===== src/rtl/_ser2par_load_if.sv =====
// Serial-in / parallel-out bundle for _ser2par_load.
// master drives the serial side; slave (the load stage) drives the bank side.
interface _ser2par_load_if #(
    parameter int unsigned WIDTH = 8
);
    logic             bit_valid;
    logic             bit_in;
    logic             sof;
    logic             out_en;
    logic [WIDTH-1:0] out_d;
    logic             busy;
    logic             err;

    modport master (
        output bit_valid, bit_in, sof,
        input  out_en, out_d, busy, err
    );

    modport slave (
        input  bit_valid, bit_in, sof,
        output out_en, out_d, busy, err
    );
endinterface


===== src/rtl/_ser2par_load.sv =====
// Serial-to-parallel load stage: assembles an LSB-first framed bit stream and pulses out_en.
// Optional even-parity gate compiled in with `define PARITY_EN.
module _ser2par_load #(
    parameter int unsigned WIDTH = 8
) (
    input logic                  clk_i,
    input logic                  reset_i,
    _ser2par_load_if.slave       bus_io
);
    localparam int unsigned         CntW    = $clog2(WIDTH) + 1;
    localparam logic [CntW-1:0]     LastCnt = CntW'(WIDTH - 1);

`ifdef PARITY_EN
    typedef enum logic [1:0] {StIdle, StShift, StParity} state_e;
`else
    typedef enum logic [0:0] {StIdle, StShift} state_e;
`endif

    state_e            state_q, state_d;
    logic [CntW-1:0]   cnt_q, cnt_d;
    logic [WIDTH-1:0]  sr_q, sr_d;
    logic [WIDTH-1:0]  out_d_q, out_d_d;
    logic              out_en_q, out_en_d;
`ifdef PARITY_EN
    logic              par_q, par_d;
    logic              err_q, err_d;
`endif

    always_comb begin
        state_d  = state_q;
        cnt_d    = cnt_q;
        sr_d     = sr_q;
        out_d_d  = out_d_q;
        out_en_d = 1'b0;
`ifdef PARITY_EN
        par_d    = par_q;
        err_d    = 1'b0;
`endif
        if (bus_io.bit_valid) begin
            if (bus_io.sof) begin
                // sof restarts from any state; the partial frame is dropped silently
                sr_d    = WIDTH'(bus_io.bit_in);
                cnt_d   = CntW'(1);
                state_d = StShift;
`ifdef PARITY_EN
                par_d   = bus_io.bit_in;
`endif
            end else begin
                unique case (state_q)
                    StIdle: begin
                    end
                    StShift: begin
                        sr_d  = sr_q | (WIDTH'(bus_io.bit_in) << cnt_q);
                        cnt_d = cnt_q + CntW'(1);
`ifdef PARITY_EN
                        par_d = par_q ^ bus_io.bit_in;
                        if (cnt_q == LastCnt) begin
                            state_d = StParity;
                        end
`else
                        if (cnt_q == LastCnt) begin
                            out_d_d  = sr_d;
                            out_en_d = 1'b1;
                            cnt_d    = '0;
                            state_d  = StIdle;
                        end
`endif
                    end
`ifdef PARITY_EN
                    StParity: begin
                        // par_q already covers all data bits; even parity means XOR is 0
                        if (par_q ^ bus_io.bit_in) begin
                            err_d = 1'b1;
                        end else begin
                            out_d_d  = sr_q;
                            out_en_d = 1'b1;
                        end
                        cnt_d   = '0;
                        state_d = StIdle;
                    end
`endif
                    default: state_d = StIdle;
                endcase
            end
        end
    end

    always_ff @(posedge clk_i) begin
        if (reset_i) begin
            state_q  <= StIdle;
            cnt_q    <= '0;
            sr_q     <= '0;
            out_d_q  <= '0;
            out_en_q <= 1'b0;
`ifdef PARITY_EN
            par_q    <= 1'b0;
            err_q    <= 1'b0;
`endif
        end else begin
            state_q  <= state_d;
            cnt_q    <= cnt_d;
            sr_q     <= sr_d;
            out_d_q  <= out_d_d;
            out_en_q <= out_en_d;
`ifdef PARITY_EN
            par_q    <= par_d;
            err_q    <= err_d;
`endif
        end
    end

    assign bus_io.out_en = out_en_q;
    assign bus_io.out_d  = out_d_q;
    assign bus_io.busy   = (state_q != StIdle);
`ifdef PARITY_EN
    assign bus_io.err    = err_q;
`else
    assign bus_io.err    = 1'b0;
`endif
endmodule


===== src/flat_wrapper.sv =====
// flat-port wrapper written by rule: the top's interface ports become plain ports
module _ser2par_load_flat 
#(
    parameter int unsigned WIDTH = 8
)
  (clk_i, reset_i, bus_io_bit_valid, bus_io_bit_in, bus_io_sof, bus_io_out_en, bus_io_out_d, bus_io_busy, bus_io_err);
  _ser2par_load_if #(.WIDTH(WIDTH)) bus_io_i ();
  input logic clk_i;
  input logic reset_i;
  input wire logic [$bits(bus_io_i.bit_valid)-1:0] bus_io_bit_valid;
  input wire logic [$bits(bus_io_i.bit_in)-1:0] bus_io_bit_in;
  input wire logic [$bits(bus_io_i.sof)-1:0] bus_io_sof;
  output wire logic [$bits(bus_io_i.out_en)-1:0] bus_io_out_en;
  output wire logic [$bits(bus_io_i.out_d)-1:0] bus_io_out_d;
  output wire logic [$bits(bus_io_i.busy)-1:0] bus_io_busy;
  output wire logic [$bits(bus_io_i.err)-1:0] bus_io_err;
  assign bus_io_i.bit_valid = bus_io_bit_valid;
  assign bus_io_i.bit_in = bus_io_bit_in;
  assign bus_io_i.sof = bus_io_sof;
  assign bus_io_out_en = bus_io_i.out_en;
  assign bus_io_out_d = bus_io_i.out_d;
  assign bus_io_busy = bus_io_i.busy;
  assign bus_io_err = bus_io_i.err;
  _ser2par_load #(.WIDTH(WIDTH)) u_core (.clk_i(clk_i), .reset_i(reset_i), .bus_io(bus_io_i));
endmodule

===== config.mk =====
export PLATFORM = sky130hd
export DESIGN_NAME = _ser2par_load_flat
export DESIGN_NICKNAME = d
export VERILOG_FILES = /design/src/rtl/_ser2par_load_if.sv /design/src/rtl/_ser2par_load.sv /design/src/flat_wrapper.sv
export SDC_FILE = /design/constraint.sdc
export NUM_CORES = 1
export LEC_CHECK = 0
export ABC_CLOCK_PERIOD_IN_PS = 2140
export CAP_MARGIN = 20
export CORE_UTILIZATION = 55
export DETAILED_ROUTE_END_ITERATION = 8
export PLACE_DENSITY = 0.87
export REMOVE_ABC_BUFFERS = 1
export SETUP_SLACK_MARGIN = 0.15
export SLEW_MARGIN = 20
export SYNTH_ARGS = -nofsm -noshare
export SYNTH_HDL_FRONTEND = slang
export SYNTH_SLANG_ARGS = --single-unit

===== constraint.sdc =====
create_clock -name clk_i -period 2.14 [get_ports clk_i]
set_input_delay 0.214 -clock clk_i [delete_from_list [all_inputs] [get_ports clk_i]]
set_output_delay 0.214 -clock clk_i [all_outputs]
set_load 0.005 [all_outputs]

## Yosys cells after proc, flatten, opt, wreduce, memory -nomap -nowiden

Cells that the tools add are included.

| storage, ports and cells | value |
|---|---|
| flip-flop bits (word level) | 22 |
| output and inout bits | 11 |
| word-level logic and storage cells | 25 |

| cells by class | value |
|---|---|
| $add $sub $neg | 1 |
| equal/unequal tests | 1 |
| shifts and indexed selects | 1 |
| mux-type cells | 9 |
| bitwise logic cells | 4 |
| reduce and logical (&&, ||, !) cells | 4 |

Operators with widths:

| operator | count |
|---|---|
| 8-bit two-way mux | 2 |
| 4-bit two-way mux | 3 |
| 8-bit bitwise OR | 1 |
| 1-bit by 4-bit << shifter with 8-bit output | 1 |
| 4-bit by 1-bit adder with 4-bit output, second input constant | 1 |
| 4-bit by 3-bit equality test with 1-bit output, second input constant | 1 |
| 1-bit two-way mux | 4 |
| 4-bit AND reduction | 1 |
| 4-bit OR reduction | 1 |
| 1-bit inverter | 3 |
| 2-bit AND reduction | 1 |
| 2-bit nonzero test | 1 |

## Depth between registers and ports, before layout

Gate-level depths: netlist of run 1.

| depth | value |
|---|---|
| depth after elaboration | 4 |
| gate-level depth with buffers | 5 |

## Least setup slack after synthesis of run 1

Ideal clock, no wire load.

| timing | value |
|---|---|
| kind | reg2reg |
| from | reg u_core.cnt_q[0] |
| to | reg u_core.out_d_q[5], in the netlist u_core.bus_io.out_d[5] |
| arrival time | 1074 ps |
| setup slack | 980 ps |
| cell stages (with the launch flop) | 6 |
| path buffers | 1 |
| clock period less this slack | 1160 ps |
| cells stage by stage | dfxtp_1 ha_1 nor2b_1 buf_2 a21oi_1 a211oi_1 |

| between the ends | value |
|---|---|
| longest elaborated chain between the ends | 2 |
| elaborated cells between the ends (all ways) | 4 |
| classes of those cells | 1 x eq/ne; 1 x shift; 1 x bitwise; 1 x reduce/logical |

Ends and longest elaborated chain:

| item | RTL line | source |
|---|---|---|
| from (decl) | _ser2par_load.sv:20 | `logic [CntW-1:0] cnt_q, cnt_d;` |
| from (signal assigned) | _ser2par_load.sv:101 | `cnt_q <= cnt_d;` |
| 4-bit by 3-bit equality test with 1-bit output / 1-bit by 4-bit << shifter with 8-bit output (equally long branches) | _ser2par_load.sv:61, _ser2par_load.sv:53 |  |
| 4-bit AND reduction (no source line) / 8-bit bitwise OR (equally long branches) | n/a |  |
| to (signal assigned) | _ser2par_load.sv:103 | `out_d_q <= out_d_d;` |
| to (decl) | _ser2par_load.sv:22 | `logic [WIDTH-1:0] out_d_q, out_d_d;` |

Several ways; a longest one is shown, not always the timed one.
A chain may end at the register's enable or synchronous reset.

## Worst setup path after layout of run 1

Ends and elaborated chain as after synthesis.

==> key figures, run 1 <==
Synthesis
  – Yosys cell types: 33
  – Synth Instances: 111
  – Yosys reg bits: 22
  – Share of synthesized registers carrying an async set or reset: 0%
  – Sequential share of the synthesized area: 43.7%
  – Post-synth top flop: dfxtp_1
  – Mapped Area: 1010 µm²
  – Area contributors post-synth: dfxtp_1, a21oi_1, nor2_1
  – Top-count cell post-synth: dfxtp_1
  – Yosys warnings: 0
  – Post-synth top area cell: dfxtp_1
  – Number of synthesized flops with an enable pin: 0
  – Mean post-synth cell area: 9.07 µm²
  – Commonest cells in the netlist: dfxtp_1, a21oi_1, nor2_1, o21ai_0
  – Yosys top cell area share: 43.7%

Place
  – I/O Buffers: 14
  – Routability cong.: 0.846
  – DP Wirelength: 1410 µm
  – Placed insts: 143
  – DP Area: 1130 µm²

Route
  – Starting DRT DRC Count: 33
  – Routed wire length: 2060 µm
  – Detailed-route via count: 850
  – Met3 WL post-DR: 151 µm
  – DRC: 0
  – Vias per cell: 5.78
  – Highest routed layer: met4
  – Met2 wire length: 909 µm
  – ANT nets after route: 0
  – Metal-1 WL: 967 µm
  – WL/cell: 14.0 µm
  – DR pass1 iterations: 4

Global route
  – Vias in the first global route: 755
  – Grt total ovfl: 0
  – Largest net degree at the start of global routing: 14
  – GRT Util Overall: 23.0%
  – Antenna violations before repair: 0
  – First-pass GRT wire length: 3320 µm

Power
  – Internal Power: 0.000627 W
  – Switch share: 21.7%
  – Gate power share: 6.6%
  – Power per cell area: 679 nW/µm²
  – Peak supply drop: 0.000385 V
  – Static Leak: 0.394 nW
  – Clock Power Share: 40.5%
  – Final Power: 0.000801 W
  – Sw Pwr: 0.000174 W
  – Sequential power share: 52.9%

Die
  – Die X: 44.8 µm
  – Core area: 1730 µm²
  – Ports: 16
  – Starting Density: 58.3%
  – Die area: 2010 µm²
  – Die Ht: 44.8 µm
  – Number of core rows: 15

Min path
  – Hold Crit Start: u_core.sr_q[4]
  – Hold Crit Class: reg2reg
  – Hold Crit Depth: 2
  – Hold endpoint: u_core.sr_q[4]

STA
  – Setup TNS: 0 ns
  – Period utilisation layout: 79.8%
  – RSZ-0062 raised after global routing: no
  – Fin. max-slew vios: 0
  – Clock Skew: 0.00656 ns
  – Setup violators final: 0
  – Post-layout min period: 1.71 ns
  – Final hold violations: 0
  – Fmax: 586 MHz

Worst setup path
  – Slowest-stage cell, CP: dfxtp_1
  – Critical path class: reg2reg
  – Reg2reg setup slack: 0.43 ns
  – Largest stage delay on the critical path: 0.61 ns
  – R2R cell count: 4
  – Worst setup EP type: register
  – Crit Path Max Fanout: 11
  – Worst Path Required: 2.34 ns
  – WP data arrival: 1.91 ns
  – Critical Path, Cell by Cell: ha_1 -> nand2b_1 -> nor2_1 -> a211oi_1
  – R2r endpoint: u_core.bus_io.out_d[5]
  – Reg2reg start: u_core.cnt_q[0]
  – CP Launch Type: register

Cells and area
  – Nets: 129
  – Fin cells: 147
  – Area Growth Syn to Fin: 17.1%
  – Antenna cells: 0
  – # fillers: 135
  – Layout cells sized above 1: 11.5%
  – Final Cell Area: 1180 µm²

Clock tree
  – CTS tree: built
  – Clk sink count: 22
  – CTS resizes: 0
  – Hold-fix buffers, CTS: 0
  – Root buffer selected by CTS: clkbuf_4
  – TritonCTS buffer count: 3
  – H-Tree Depth: 1
  – Clock Path Buffers: 2
  – Postcts setup bufs: 0
  – Skew-Pair Late Insertion Delay: 0.32 ns
  – Reg clk slew, reported paths: 0.13 ns

Flow run
  – Max-cap violation count: 0

Outcome
  – Outcome: finished, final reports clean
-- placed cells by master, fill, tap and decap left out, drive strengths merged, types with 3 or more instances in the layout --
master / netlist / routed
clkdlybuf4s50: 0 / 14
o21ai: 7 / 7
clkbuf: 3 / 3
nand3: 4 / 4
a31oi: 6 / 6
a211oi: 4 / 4
nor2: 14 / 14
dfxtp: 22 / 22
a21oi: 15 / 15
nand2: 3 / 3
nor2b: 3 / 3
buf: 7 / 3
-- critical path, delay by kind of cell, from the launching register on --
family                   cells  cell delay, ns
AND/OR/NAND/NOR              2            0.51
AO/OA/AOI/OAI                1            0.14
flip-flops                   1            0.61
adder cells (fa/ha/maj)      1            0.34
-- metrics by stage --
| step | worst slack [ns] | util, % | hold slack [ns] |
|---|---|---|---|
| 2_1_floorplan | 0.554 | - | 0.280 |
| 3_3_place_gp | 0.519 | 65.3 | 0.449 |
| 3_5_place_dp | 0.456 | 65.3 | 0.455 |
| 4_1_cts | 0.474 | 68.3 | 0.489 |
| 5_1_grt | 0.292 | 68.3 | 0.505 |
| 6_report | 0.432 | 68.3 | 0.487 |
-- routing by layer --
layer	track usage, %	up-vias
met5	0	-
met1	31.9	377
met2	34.7	43
met3	4.40	5
met4	10.3	0
li1	-	425
-- state kept, by name, indices dropped and copies added (netlist names) --
name / count
u_core.bus_io.out_d: 8
u_core.bus_io.out_en: 1
u_core.sr_q: 8
u_core.bus_io.busy: 1
u_core.cnt_q: 4
-- kinds of logic after synthesis --
family                   after synthesis  synth area share, %
AO/OA/AOI/OAI                         38                 24.1
adder cells (fa/ha/maj)                1                 1.24
buffers and inverters                 11                 7.70
flip-flops                            22                 43.7
other                                  1                0.372
AND/OR/NAND/NOR                       38                 22.9
-- how the worst max path moves through the flow --
| stage | from | end | depth (start not counted) |
|---|---|---|---|
| global route | u_core.cnt_q[0] | u_core.bus_io.out_d[5] | 4 |
| global placement | bus_io_bit_valid | u_core.bus_io.out_d[6] | 4 |
| floorplan | u_core.cnt_q[0] | u_core.bus_io.out_d[5] | 4 |
| CTS | u_core.cnt_q[0] | u_core.bus_io.out_d[5] | 4 |
| detailed placement | bus_io_bit_valid | u_core.bus_io.out_d[6] | 4 |
| finish | u_core.cnt_q[0] | u_core.bus_io.out_d[5] | 4 |
-- final cells by class --
| cell class | count | area, µm² | area share, % |
|---|---|---|---|
| inverter | 1 | 3.75 | 0.318 |
| timing repair buffer | 17 | 163 | 13.8 |
| multi-input combinational | 78 | 489 | 41.5 |
| sequential | 22 | 440 | 37.3 |
| tap | 25 | 31.3 | 2.65 |
| clock inverter | 1 | 30.0 | 2.55 |
| clock buffer | 3 | 22.5 | 1.91 |
-- power by group through the flow --
stage	logic [W]	clock network, W	registers, W
floorplan	0.0000236	0	0.000431
finish	0.0000529	0.000324	0.000424
detailed placement	0.0000516	0	0.000433
global placement	0.0000504	0	0.000432
global route	0.0000568	0.000343	0.000425
CTS	0.0000520	0.000324	0.000423
(Power assumes the default switching activity.)
==> inputs of run 2 (changes only) <==
Settings changed: ABC_CLOCK_PERIOD_IN_PS 2140 to 1700, CORE_UTILIZATION 55 to 51, PLACE_DENSITY 0.87 to 0.81.
Clock period 2.14 ns to 1.7 ns, I/O delays scaled along.
==> key figures, run 2 (synthesis results as in run 1) <==
STA
  – Setup violators final: 0
  – Hold slack: 0.483 ns
  – Final hold violations: 0
  – Fmax: 668 MHz
  – RSZ-0062 raised after global routing: no
  – Fin. max-slew vios: 0
  – Setup TNS: 0 ns
  – Period utilisation layout: 88.1%
  – Clock Skew: 0.00134 ns
  – Post-layout min period: 1.50 ns

Worst setup path
  – Critical path class: reg2reg
  – Worst Path Required: 1.92 ns
  – Worst setup EP type: register
  – Slowest-stage cell, CP: dfxtp_1
  – Crit Path Max Fanout: 8
  – Largest stage delay on the critical path: 0.37 ns
  – Critical Path, Cell by Cell: ha_1 -> nor2b_1 -> buf_4 -> a21oi_1 -> a211oi_1
  – CP delay by family, top: compound AO/OA/AOI/OAI gates
  – CP Launch Type: register
  – WP data arrival: 1.72 ns
  – CP bufs+invs: 1

Cells and area
  – Nets: 132
  – Commonest non-fill, non-tap cell in the layout: dfxtp_1
  – Area Growth Syn to Fin: 19.5%
  – Antenna cells: 0
  – Most frequent cells in the layout: dfxtp_1, nor2_1, a21oi_1, clkdlybuf4s50_1, o21ai_0
  – Final Cell Area: 1200 µm²
  – Fin cells: 150
  – Layout cells sized above 1: 14.4%

Die
  – Die area: 2160 µm²
  – Ports: 16
  – Starting Density: 56.5%
  – Core area: 1780 µm²
  – Number of core rows: 15
  – Die X: 46.4 µm
  – Die Ht: 46.4 µm

Place
  – Placed insts: 146
  – DP Area: 1150 µm²
  – DP Wirelength: 1550 µm
  – I/O Buffers: 14
  – Routability cong.: 0.770

Route
  – WL/cell: 15.1 µm
  – Vias per cell: 5.91
  – Routed wire length: 2270 µm
  – DR pass1 iterations: 4
  – DRC: 0
  – Starting DRT DRC Count: 30
  – Detailed-route via count: 886
  – ANT nets after route: 0

Clock tree
  – Clk sink count: 22
  – Clock Path Buffers: 2
  – Root buffer selected by CTS: clkbuf_4
  – TritonCTS buffer count: 3
  – H-Tree Depth: 1
  – Skew-Pair Late Insertion Delay: 0.31 ns
  – Reg clk slew, reported paths: 0.12 ns
  – Hold-fix buffers, CTS: 0
  – CTS tree: built

Power
  – Peak supply drop: 0.000568 V
  – Power per cell area: 840 nW/µm²
  – Static Leak: 0.410 nW

Flow run
  – Max-cap violation count: 0

Outcome
  – Outcome: finished, final reports clean

Global route
  – Antenna violations before repair: 0
  – GRT Util Overall: 24.9%
  – Largest net degree at the start of global routing: 14
  – First-pass GRT wire length: 3690 µm
  – Grt total ovfl: 0
  – Vias in the first global route: 793

Min path
  – Hold Crit Class: reg2reg
## run 2: cell types whose count changed in the layout (fill, tap and decap cells not counted), sizes merged
cell and delta:
buf +3
## run 2: layer usage
metal / vias to the layer above / wire length, µm / track usage (%) / share of wire (%)
met5: - / 0 / 0 / 0
met4: 0 / 34 / 9.41 / 1.5
met3: 7 / 107 / 5.10 / 4.7
met2: 30 / 1110 / 39.7 / 49
met1: 420 / 1010 / 32.7 / 45
li1: 429 / - / - / -
## run 2: cell type report
cell class / instances / area (µm²)
fill: 144 / 579
multi-input combinational: 78 / 489
sequential: 22 / 442
timing repair buffer: 20 / 185
tap: 25 / 31.3
clock inverter: 1 / 30.0
clock buffer: 3 / 22.5
inverter: 1 / 3.75
## run 2: through the flow
stage                     worst slack [ns]  util (%)  total power [W]
after global routing                 0.156      67.5          0.00104
after global placement               0.113      64.5         0.000613
final                                0.202      67.5          0.00101
after floorplan                      0.114         -         0.000572
after CTS                            0.234      67.5          0.00101
after detailed placement            0.0551      64.5         0.000615
## run 2: report_power, final
group	switching, W	internal (W)
combinational	0.0000446	0.0000338
sequential	0.00000735	0.000521
clock	0.000165	0.000239
## run 2: final timing paths
| kind | startpoint | endpoint | slack [ns] | depth (start not counted) |
|---|---|---|---|---|
| setup / recovery | u_core.cnt_q[0] | u_core.bus_io.out_d[5] | 0.20 | 5 |
| hold / removal | u_core.sr_q[4] | u_core.sr_q[4] | 0.48 | 2 |
| setup reg to reg | u_core.cnt_q[0] | u_core.bus_io.out_d[5] | 0.20 | 5 |
| hold reg to reg | u_core.sr_q[4] | u_core.sr_q[4] | 0.48 | 2 |
## run 2: what timing repair did
action,4_1_cts,5_1_grt
hold endpoints to repair,0,0
gates resized for setup,1,0
buffers inserted,0,0
endpoints found under the setup margin,1,0
## run 2: worst register-to-register path: cells and delay by family, from the launching register on
family	cells	cell delay (ns)
compound gates	2	0.39
simple gates	1	0.18
flops	1	0.37
buf+inv	1	0.17
fa+ha+maj	1	0.28
==> inputs of run 3 (changes only) <==
Settings changed: SLEW_MARGIN 20 to unset.
==> results of run 3 <==
No change in the layout: final DEF, timing and power equal those of run 2.
